### src/rtl/fetch_pc_unit.sv
// Fetch program counter: BOOT/RUN/HALT sequencing, valid/ready request
// handshake, trap/branch redirects with a single pending slot.
module fetch_pc_unit #(
    parameter int              XLEN         = 32,
    parameter logic [XLEN-1:0] RESET_VECTOR = '0,
    parameter int              C_EXT        = 1
) (
    input  logic            clk,
    input  logic            reset,
    input  logic            stall,
    input  logic            halt,
    input  logic            resume,
    input  logic            branch_taken,
    input  logic [XLEN-1:0] branch_target,
    input  logic            trap,
    input  logic [XLEN-1:0] trap_target,
    input  logic            inst_compressed,
    input  logic            fetch_ready,
    output logic            fetch_valid,
    output logic [XLEN-1:0] pc,
    output logic            misaligned
);

    typedef enum logic [1:0] {
        BOOT,
        RUN,
        HALT
    } state_t;

    state_t          state;
    logic            outstanding;
    logic            pend_valid;
    logic            pend_trap;
    logic [XLEN-1:0] pend_target;

    logic            accept;
    logic            sel_valid;
    logic            sel_aligned;
    logic            sel_ok;
    logic [XLEN-1:0] sel_target;
    logic [XLEN-1:0] step;

    always_comb begin
        fetch_valid = (state == RUN) && (!stall || outstanding);
        accept      = fetch_valid && fetch_ready;
        sel_valid   = trap || branch_taken;
        sel_target  = trap ? trap_target : branch_target;
        sel_aligned = !sel_target[0] && ((C_EXT != 0) || !sel_target[1]);
        sel_ok      = sel_valid && sel_aligned;
        step        = ((C_EXT != 0) && inst_compressed) ? XLEN'(2) : XLEN'(4);
    end

    always_ff @(posedge clk or posedge reset) begin
        if (reset) begin
            state       <= BOOT;
            pc          <= RESET_VECTOR;
            outstanding <= 1'b0;
            misaligned  <= 1'b0;
            pend_valid  <= 1'b0;
            pend_trap   <= 1'b0;
            pend_target <= '0;
        end else begin
            misaligned  <= sel_valid && !sel_aligned;
            outstanding <= fetch_valid && !fetch_ready;

            if (accept) begin
                if (sel_ok)
                    pc <= sel_target;
                else if (pend_valid)
                    pc <= pend_target;
                else
                    pc <= pc + step;
                pend_valid <= 1'b0;
                pend_trap  <= 1'b0;
            end else if (fetch_valid) begin
                // pc is frozen mid-handshake; a queued trap is never displaced by a branch
                if (sel_ok && (trap || !(pend_valid && pend_trap))) begin
                    pend_valid  <= 1'b1;
                    pend_trap   <= trap;
                    pend_target <= sel_target;
                end
            end else begin
                if (sel_ok)
                    pc <= sel_target;
                else if (pend_valid)
                    pc <= pend_target;
                pend_valid <= 1'b0;
                pend_trap  <= 1'b0;
            end

            case (state)
                BOOT: state <= RUN;
                RUN: begin
                    if (halt && (!fetch_valid || accept))
                        state <= HALT;
                end
                HALT: begin
                    if (resume)
                        state <= RUN;
                end
                default: state <= BOOT;
            endcase
        end
    end

endmodule

### config.mk
export PLATFORM = sky130hd
export DESIGN_NAME = fetch_pc_unit
export DESIGN_NICKNAME = d
export VERILOG_FILES = /design/src/rtl/fetch_pc_unit.sv
export SDC_FILE = /design/constraint.sdc
export NUM_CORES = 1
export LEC_CHECK = 0
export ABC_AREA = 1
export CAP_MARGIN = 20
export CORE_UTILIZATION = 47
export DETAILED_ROUTE_END_ITERATION = 12
export MAX_ROUTING_LAYER = met4
export PLACE_DENSITY = 0.76
export RECOVER_POWER = 25
export SYNTH_ARGS = -nofsm -noshare
export SYNTH_HDL_FRONTEND = slang
export SYNTH_SLANG_ARGS = --single-unit
export TNS_END_PERCENT = 20
### constraint.sdc
create_clock -name clk -period 1.95 [get_ports clk]
set_input_delay 0.195 -clock clk [delete_from_list [all_inputs] [get_ports clk]]
set_output_delay 0.195 -clock clk [all_outputs]
set_load 0.005 [all_outputs]
==> run metrics <==
clock slew at the register clock pins of the worst setup and hold paths=80 ps; CTS tree=built; share of cells above drive strength 1=10.9%; final hold slack=413 ps; Synth cell types=29; H-tree levels=3; Hold Vio Cnt, Final=0; GRT Util Overall=29.7%; detailed-route DRC error count=0; Final HPWL DP=10700 um; relative slew slack=33.0%; critical path class=input port to flop; first-pass GRT wire length=23700 um; WL/cell=14.3 um; Setup-failing EPs final=0; placer congestion estimate=0.952; I/O pin count=107; Skew-Pair Late Insertion Delay=350 ps; vias in the first global route=5031; crit path DAT=2100 ps; core box area=0.00986 sq mm; Tightest Pin Transition=1010 ps; Ant. Diodes=0; Via-to-Cell Ratio=5.12; Layout area overhead=34.9%; RSZ-0062 raised after global routing=true; Avg Inst Size Synth=6.39 sq um; worst vdd ir=488 uV; Initial Util=49.0%; clock sink count=70; Root Buffer=clkbuf_8; Max-cap violations=0; IO Port Bufs=106; Ys Warns=0; FILL cells=894; Final #Nets=955; sequential fraction of the synthesis area=36.3%; P_leak=3.17 nW; Detail Route Antenna Nets=0; TritonCTS Buffers=9; HP Class=input port to flop; largest net degree at the start of global routing=71; critical path required time=2180 ps; Via Count=5212; commonest non-fill, non-tap cell in the layout=nand2_1; initial antenna violation count=0; CP startpoint kind=input port; worst-path fanout max=4; row count=36; synthesized net count=832; Yosys reg bits=70; final core occ=66.0%; Detailed Route Iter0 Violations=275; DIE AREA=0.0107 sq mm; Final period util=95.9%; Total Routed Length=14600 um; max-slew violations=0; skew final=15.5 ps; post-synthesis cell area=0.00483 sq mm; most frequent cells in the layout=nand2_1, clkdlybuf4s50_1, nor2_1, dfrtp_1, inv_1; Bufs on Longest Clock Path=2; Die W=103 um; First-pass DRT Iterations=5; outcome=finished clean; minimum clock period=1870 ps; Power per Cell Area=1180 mW/mm^2; Fmax=535 MHz; die span in y=103 um; GR Overflow Total=0; Synth Instances=756; Crit. End Element=flop
[final timing paths]
path | start | end | slack, ps | depth (start not counted)
min reg2reg | pend_target[20] | pend_target[20] | 480 | 2
max in group asynchronous | reset | pend_target[19] | 610 | 3
max | inst_compressed | pc[21] | 80 | 12
max reg2reg | pc[1] | pc[21] | 90 | 11
min | branch_taken | misaligned | 410 | 3
min in group asynchronous | reset | pend_target[0] | 650 | 3
[metal layers]
layer	share of wire (%)	vias up	global-route usage [%]
li1	-	2595	-
met1	44	2408	37.2
met2	49	182	49.0
met3	5.2	27	3.90
met4	2.5	0	11.1
met5	0	-	-
[power breakdown]
part | total, mW | internal (mW) | switching (mW)
logic | 3.44 | 1.69 | 1.75
registers | 2.75 | 2.09 | 0.657
clock network | 1.49 | 0.889 | 0.606
total | 7.68 | 4.66 | 3.01
[worst max-delay path: stages]
cell             delay [ps]
clkdlybuf4s50_1         520
ha_2                    190
inv_1                    50
fa_2                    370
nor2_4                  180
nand2_2                 130
nor2_4                  140
nand4_1                  90
nand3_1                  90
nand2_1                  50
nand2_1                  60
nand2_1                  40
[area by class of cell]
| class | count | area [sq um] | area share, % |
|---|---|---|---|
| clock buffers | 11 | 141 | 2.17 |
| clock inverters | 5 | 106 | 1.63 |
| inverters | 72 | 277 | 4.25 |
| multi-input cells | 582 | 2640 | 40.5 |
| flip-flops and latches | 70 | 1750 | 26.9 |
| well taps | 133 | 166 | 2.55 |
| repair buffers | 144 | 1430 | 22.0 |
[timing repair]
| item | CTS | global route |
|---|---|---|
| pin swaps | 1 | 3 |
| hold buffers | 0 | 0 |
| resized for setup | 2 | 9 |
| buffers inserted | 0 | 1 |
| setup endpoints to repair | 9 | 23 |
[cell families (layout without fill, tap and decap cells)]
kind of cell,after synthesis,in the layout,synth area share [%]
AOI/OAI and AO/OA,109,109,12.9
xor gates and xnor gates,13,13,2.36
adders and majority gates,3,3,0.933
buffers and inverters,104,232,9.69
DFF,70,70,36.3
and+or+nand+nor,457,457,37.8
[Yosys cell counts, drive strengths merged]
library cell | number | area [sq um]
nor2 | 83 | 342
ha | 2 | 25.0
o21bai | 1 | 7.51
clkbuf | 12 | 45.0
a21o | 1 | 7.51
xor2 | 11 | 96.3
nand4 | 2 | 12.5
nand3 | 45 | 225
dfrtp | 70 | 1750
o22ai | 1 | 6.26
nand3b | 1 | 7.51
nand2 | 326 | 1240
xnor2 | 2 | 17.5
buf | 20 | 150
inv | 72 | 273
fa | 1 | 20.0
o21ai | 53 | 318
o31ai | 1 | 12.5
a21oi | 52 | 272
[state kept, by name (all words and copies together), names as in the netlist]
signal / count
pc: 32
pend_target: 32
state: 2
misaligned: 1
outstanding: 1
pend_trap: 1
pend_valid: 1
[stage by stage]
step	power [mW]	setup TNS (ps)	setup WS [ps]	std cells	cell area [sq um]
detailed placement	6.15	-8140	-442	1000	6240
floorplan	4.54	0	87.4	756	4830
global placement	6.03	-6030	-399	1000	6240
CTS	7.66	0	7.21	1016	6500
finish	7.68	0	79.3	1017	6510
global route	8.27	-279	-73.7	1017	6510
No activity file was read; power rests on OpenSTA's default activity.
